[src/rtl/sys_arr_edge_feeder_if.sv]
// Handshake bundle for the systolic edge feeder: the tile-loader side
// (vec_*) and the per-PE operand side (lane_*).
interface sys_arr_edge_feeder_if #(
  parameter int unsigned LANES = 4,
  parameter int unsigned WIDTH = 32
);
  logic                   vec_valid;
  logic                   vec_ready;
  logic [LANES*WIDTH-1:0] vec_dat;
  logic [LANES-1:0]       lane_valid;
  logic [LANES-1:0]       lane_ready;
  logic [LANES*WIDTH-1:0] lane_dat;

  // The feeder: accepts load beats, drives the edge PEs.
  modport master (
    input  vec_valid,
    input  vec_dat,
    input  lane_ready,
    output vec_ready,
    output lane_valid,
    output lane_dat
  );

  // The environment: tile loader plus the array edge.
  modport slave (
    output vec_valid,
    output vec_dat,
    output lane_ready,
    input  vec_ready,
    input  lane_valid,
    input  lane_dat
  );
endinterface

[src/rtl/sys_arr_edge_feeder.sv]
// Transmit-side operand injector for one systolic-array edge. Buffers a tile
// of K operand vectors, then streams lane i with a one-beat skew behind lane
// i-1, so a stalled lane holds back every lane above it but none below.
module sys_arr_edge_feeder #(
  parameter int unsigned LANES = 4,
  parameter int unsigned DEPTH = 8,
  parameter int unsigned WIDTH = 32
) (
  input  logic                         clk,
  input  logic                         rst,
  input  logic                         start,
  input  logic [$clog2(DEPTH+1)-1:0]   len,
  sys_arr_edge_feeder_if.master        bus,
  output logic                         busy,
  output logic                         done,
  output logic                         err
);

  localparam int unsigned CW = $clog2(DEPTH + 1);
  localparam int unsigned AW = (DEPTH > 1) ? $clog2(DEPTH) : 1;
  localparam logic [CW-1:0] DepthLen = CW'(DEPTH);

  typedef enum logic [1:0] {StIdle, StLoad, StStream, StDone} state_e;

  state_e                 state_q, state_d;
  logic [CW-1:0]          len_q, len_d;
  logic [CW-1:0]          wr_ptr_q, wr_ptr_d;
  logic [CW-1:0]          issued_q [LANES];
  logic [CW-1:0]          issued_d [LANES];
  logic                   vec_ready_q, vec_ready_d;
  logic                   busy_q, busy_d;
  logic                   done_q, done_d;
  logic                   err_q, err_d;
  logic [LANES*WIDTH-1:0] mem_q [DEPTH];

  logic [LANES-1:0]       lane_valid;
  logic [LANES*WIDTH-1:0] lane_dat;
  logic                   load_beat;
  logic                   all_issued;

  assign load_beat = bus.vec_valid & vec_ready_q;

  // Lane valid/data decoded from registers only (no ready->valid path).
  // issued[i-1] never exceeds len, so issued[i] < issued[i-1] already
  // implies issued[i] < len for the skewed lanes.
  always_comb begin
    lane_valid = '0;
    lane_dat   = '0;
    if (state_q == StStream) begin
      lane_valid[0] = issued_q[0] < len_q;
      for (int i = 1; i < LANES; i++) begin
        lane_valid[i] = issued_q[i] < issued_q[i-1];
      end
      for (int i = 0; i < LANES; i++) begin
        if (lane_valid[i]) begin
          lane_dat[i*WIDTH +: WIDTH] = mem_q[issued_q[i][AW-1:0]][i*WIDTH +: WIDTH];
        end
      end
    end
  end

  // Next-state: FSM transitions, pointers, per-lane issue counters, pulses.
  always_comb begin
    state_d    = state_q;
    len_d      = len_q;
    wr_ptr_d   = wr_ptr_q;
    issued_d   = issued_q;
    err_d      = 1'b0;
    all_issued = 1'b1;
    unique case (state_q)
      StIdle: begin
        if (start) begin
          if (len == '0 || len > DepthLen) begin
            err_d = 1'b1;
          end else begin
            len_d    = len;
            wr_ptr_d = '0;
            for (int i = 0; i < LANES; i++) issued_d[i] = '0;
            state_d  = StLoad;
          end
        end
      end
      StLoad: begin
        if (load_beat) begin
          wr_ptr_d = wr_ptr_q + 1'b1;
          if (wr_ptr_q == len_q - 1'b1) state_d = StStream;
        end
      end
      StStream: begin
        for (int i = 0; i < LANES; i++) begin
          if (lane_valid[i] && bus.lane_ready[i]) issued_d[i] = issued_q[i] + 1'b1;
          if (issued_d[i] != len_q) all_issued = 1'b0;
        end
        // Leave on the same edge as the final handshake.
        if (all_issued) state_d = StDone;
      end
      StDone: begin
        state_d = StIdle;
      end
    endcase
    vec_ready_d = (state_d == StLoad);
    busy_d      = (state_d != StIdle);
    done_d      = (state_d == StDone);
  end

  // State and registered outputs, synchronous active-high reset.
  always_ff @(posedge clk) begin
    if (rst) begin
      state_q     <= StIdle;
      len_q       <= '0;
      wr_ptr_q    <= '0;
      for (int i = 0; i < LANES; i++) issued_q[i] <= '0;
      vec_ready_q <= 1'b0;
      busy_q      <= 1'b0;
      done_q      <= 1'b0;
      err_q       <= 1'b0;
    end else begin
      state_q     <= state_d;
      len_q       <= len_d;
      wr_ptr_q    <= wr_ptr_d;
      issued_q    <= issued_d;
      vec_ready_q <= vec_ready_d;
      busy_q      <= busy_d;
      done_q      <= done_d;
      err_q       <= err_d;
    end
  end

  // Tile buffer: contents are don't-care across reset, so no reset here.
  always_ff @(posedge clk) begin
    if (load_beat) mem_q[wr_ptr_q[AW-1:0]] <= bus.vec_dat;
  end

  assign bus.vec_ready  = vec_ready_q;
  assign bus.lane_valid = lane_valid;
  assign bus.lane_dat   = lane_dat;
  assign busy           = busy_q;
  assign done           = done_q;
  assign err            = err_q;

endmodule

[src/flat_wrapper.sv]
// flat-port wrapper written by rule: the top's interface ports become plain ports
module sys_arr_edge_feeder_flat 
#(
  parameter int unsigned LANES = 4,
  parameter int unsigned DEPTH = 8,
  parameter int unsigned WIDTH = 32
)
  (clk, rst, start, len, busy, done, err, bus_vec_valid, bus_vec_dat, bus_lane_ready, bus_vec_ready, bus_lane_valid, bus_lane_dat);
  sys_arr_edge_feeder_if #(.LANES(LANES), .WIDTH(WIDTH)) bus_i ();
  input  logic clk;
  input  logic rst;
  input  logic start;
  input  logic [$clog2(DEPTH+1)-1:0] len;
  output logic busy;
  output logic done;
  output logic err;
  input wire logic [$bits(bus_i.vec_valid)-1:0] bus_vec_valid;
  input wire logic [$bits(bus_i.vec_dat)-1:0] bus_vec_dat;
  input wire logic [$bits(bus_i.lane_ready)-1:0] bus_lane_ready;
  output wire logic [$bits(bus_i.vec_ready)-1:0] bus_vec_ready;
  output wire logic [$bits(bus_i.lane_valid)-1:0] bus_lane_valid;
  output wire logic [$bits(bus_i.lane_dat)-1:0] bus_lane_dat;
  assign bus_i.vec_valid = bus_vec_valid;
  assign bus_i.vec_dat = bus_vec_dat;
  assign bus_i.lane_ready = bus_lane_ready;
  assign bus_vec_ready = bus_i.vec_ready;
  assign bus_lane_valid = bus_i.lane_valid;
  assign bus_lane_dat = bus_i.lane_dat;
  sys_arr_edge_feeder #(.LANES(LANES), .DEPTH(DEPTH), .WIDTH(WIDTH)) u_core (.clk(clk), .rst(rst), .start(start), .len(len), .bus(bus_i), .busy(busy), .done(done), .err(err));
endmodule
[config.mk]
export PLATFORM = sky130hd
export DESIGN_NAME = sys_arr_edge_feeder_flat
export DESIGN_NICKNAME = d
export VERILOG_FILES = /design/src/rtl/sys_arr_edge_feeder_if.sv /design/src/rtl/sys_arr_edge_feeder.sv /design/src/flat_wrapper.sv
export SDC_FILE = /design/constraint.sdc
export NUM_CORES = 1
export LEC_CHECK = 0
export ABC_AREA = 1
export CORE_MARGIN = 5
export CORE_UTILIZATION = 40
export CTS_CLUSTER_SIZE = 28
export DETAILED_ROUTE_END_ITERATION = 8
export GPL_TIMING_DRIVEN = 0
export MAX_ROUTING_LAYER = met4
export PLACE_DENSITY = 0.66
export SLEW_MARGIN = 5
export SYNTH_ARGS = -nofsm -noshare
export SYNTH_HDL_FRONTEND = slang
export SYNTH_SLANG_ARGS = --single-unit
[constraint.sdc]
create_clock -name clk -period 7.2 [get_ports clk]
set_input_delay 1.44 -clock clk [delete_from_list [all_inputs] [get_ports clk]]
set_output_delay 1.44 -clock clk [all_outputs]
set_load 0.005 [all_outputs]
==> flow_metrics.env <==
export IMPL_synth_nets=3203
export IMPL_synthSimpleGateAreaFrac_pct=8.584
export IMPL_start_util_pct=40.23
export IMPL_crit_path_max_fanout=10
export IMPL_hpwl_um=75500
export IMPL_cts_max_level=3
export IMPL_critical_path_class="reg2out"
export IMPL_place_inst=4758
export IMPL_drive_gt1_share_pct=13.76
export IMPL_rsz0062_at_grt="no"
export IMPL_cap_violations=0
export IMPL_die_area_sq_um=112300
export IMPL_endpoint_kind="output pin"
export IMPL_worst_slack_ns=1.728
export IMPL_via_per_inst=5.539
export IMPL_post_cts_buffers=0
export IMPL_pre_cts_slack_ns=2.439
export IMPL_vias=27530
export IMPL_min_period_over_period_pct=76.01
export IMPL_muxShareOfSynthArea_pct=0
export IMPL_start_kind="flop"
export IMPL_power_density_nw_per_um2=245.7
export IMPL_row_count=119
export IMPL_drt_pass1_iter_count=6
export IMPL_core_sq_um=105100
export IMPL_synthAdderAreaFrac_pct=0.5326
export IMPL_synth_compound_area_share_pct=13.34
export IMPL_cts_hold_buf=0
export IMPL_tightest_slew_ns=0.9408
export IMPL_grtUsageTotal_pct=20.66
export IMPL_cts_buffers=109
export IMPL_slew_headroom_pct=37.13
export IMPL_ys_async_sr_fraction_pct=0
export IMPL_synth_xor_area_share_pct=0.3432
export IMPL_final_common_cell="edfxtp_1"
export IMPL_clock_latency_ns=0.72
export IMPL_reg2reg_slack_ns=4.48
export IMPL_crit_required_ns=5.76
export IMPL_skew_ns=0.02633
export IMPL_leakagePower_uw=0.01641
export IMPL_yosysSeqAreaShare_pct=74.71
export IMPL_finalNetCount=3636
export IMPL_min_path_type="reg2reg"
export IMPL_chipHeight_um=335.1
export IMPL_final_util_pct=48.82
export IMPL_fin_area_sq_um=51310
export IMPL_ys_seq_elements=1066
export IMPL_antenna_left=0
export IMPL_ctsResizeCount=0
export IMPL_synth_top_family_by_area="compound AO/OA/AOI/OAI gates"
export IMPL_synth_cell_types=39
export IMPL_grt_pass1_vias=27170
export IMPL_period_needed_ns=5.472
export IMPL_grt_pass1_wl_um=172200
export IMPL_holdWs_ns=0.5185
export IMPL_grt_max_degree=25
export IMPL_clk_path_buf_depth=3
export IMPL_status="completed"
export IMPL_root_buffer="clkbuf_16"
export IMPL_setup_viol=0
export IMPL_arrival_ns=4.03
export IMPL_synthToLayoutAreaGrowth_pct=21.36
export IMPL_drt_iter0_markers=2850
export IMPL_synth_avg_cell_area_sq_um=13.89
export IMPL_io_pins=276
export IMPL_hold_viol_final=0
export IMPL_antenna_found_initial=10
export IMPL_die_w_um=335.1
export IMPL_routed_wl_um=116200
export IMPL_gp_congestion=0.8546
export IMPL_yosys_warnings=0
export IMPL_clk_transition_reported_paths_ns=0.07
export IMPL_maxSlewViolCount=0
export IMPL_io_buffers=275
export IMPL_clock_fmax_mhz=182.7
export IMPL_synthFlopType="edfxtp_1"
export IMPL_synth_edf_count=1024
export IMPL_finalNonFillerCells=4971
export IMPL_cts_sinks=1066
export IMPL_synth_area_sq_um=42280
export IMPL_dpl_cell_area_sq_um=47850
export IMPL_cts_tree="built"
export IMPL_vdd_ir_drop_max_v=0.0002137
export IMPL_grt_overflow=0
export IMPL_post_drt_wl_per_cell_um=23.37
export IMPL_drc=0
export IMPL_syn_inst=3045
export IMPL_final_cell_mix="edfxtp_1, nor2_1, o21ai_0"
synthesized netlist by cell type (6+ instances only):
| master | number | area, sq um |
|---|---|---|
| xor2_1 | 8 | 70.07 |
| ha_1 | 18 | 225.2 |
| nor3_1 | 129 | 645.6 |
| nor2_1 | 533 | 2001 |
| xnor2_1 | 6 | 52.55 |
| nand3_1 | 39 | 195.2 |
| nand2_1 | 119 | 446.7 |
| inv_2 | 9 | 33.78 |
| a21oi_1 | 28 | 140.1 |
| nand4_1 | 17 | 106.4 |
| buf_1 | 12 | 45.04 |
| o21ai_0 | 512 | 2562 |
| o221a_2 | 254 | 2860 |
| nand2_2 | 10 | 62.56 |
| edfxtp_1 | 1024 | 30750 |
| dfxtp_1 | 42 | 840.8 |
| clkbuf_1 | 193 | 724.4 |
| inv_1 | 59 | 221.5 |
stage by stage:
step                      power, uW  TNS [ns]
after detailed placement       7245         0
after global placement         7243  -6604.65
after global routing          12980         0
final                         12610         0
after floorplan                7064   -418.41
after CTS                     12700         0
state kept, by name, summed over array words and instances, names as in the netlist, named ones only:
| signal | cells |
|---|---|
| u_core.done | 1 |
| u_core.bus.vec_ready | 1 |
| u_core.wr_ptr_q | 4 |
| u_core.len_q | 4 |
| u_core.err | 1 |
| u_core.mem_q | 1024 |
| u_core.state_q | 2 |
| u_core.issued_q | 16 |
| u_core.busy | 1 |
final cells by class:
class                      count  area (sq um)
multi-input combinational   1700          9699
tap                         1391          1740
clock buffer                 129          2803
clock inverter                72         635.6
sequential                  1066         31590
timing repair buffer         322          3761
fill                        9100         53800
buffer                       209         792.0
antenna                       12         30.03
inverter                      70         262.8
critical path, stage by stage (launching register included):
cell and delay, ns:
dfxtp_1 0.34, clkbuf_1 0.25, inv_1 0.12, clkbuf_1 0.43, clkbuf_1 0.61, nor2_1 0.09
o221a_2 0.31, nor3_1 0.51, clkdlybuf4s50_1 0.66
cell families (layout without fill, tap and decap cells):
| group | after synthesis | after routing |
|---|---|---|
| flip-flops | 1066 | 1066 |
| buffers and inverters | 279 | 802 |
| other | 0 | 12 |
| adder cells (fa/ha/maj) | 18 | 18 |
| AND/OR/NAND/NOR | 863 | 863 |
| XOR/XNOR | 15 | 15 |
| AO/OA/AOI/OAI | 804 | 804 |
layer usage:
layer | track usage, % | part of all wire [%] | vias up | routed length (um)
met5 | - | 0 | - | 0
met2 | 33.35 | 49 | 1172 | 56770
met4 | 6.608 | 2.5 | 0 | 2932
li1 | - | - | 12490 | -
met3 | 3.780 | 7.7 | 200 | 8922
met1 | 26.78 | 41 | 13670 | 47540
where the power goes:
group	internal (uW)	total (uW)	switching (uW)
sequential	6830	6840	11.6
clock	3110	5490	2380
combinational	118	272	154
total	10100	12600	2550
worst paths after layout:
check                      startpoint             endpoint  cells past startpoint
hold / removal    u_core.issued_q[15]  u_core.issued_q[15]                      2
setup / recovery                 flop     bus_lane_dat[81]                      8
setup reg to reg    u_core.state_q[1]  u_core.issued_q[12]                      6
hold reg to reg   u_core.issued_q[15]  u_core.issued_q[15]                      2
Note: power is estimated with default switching activity, not from simulation.
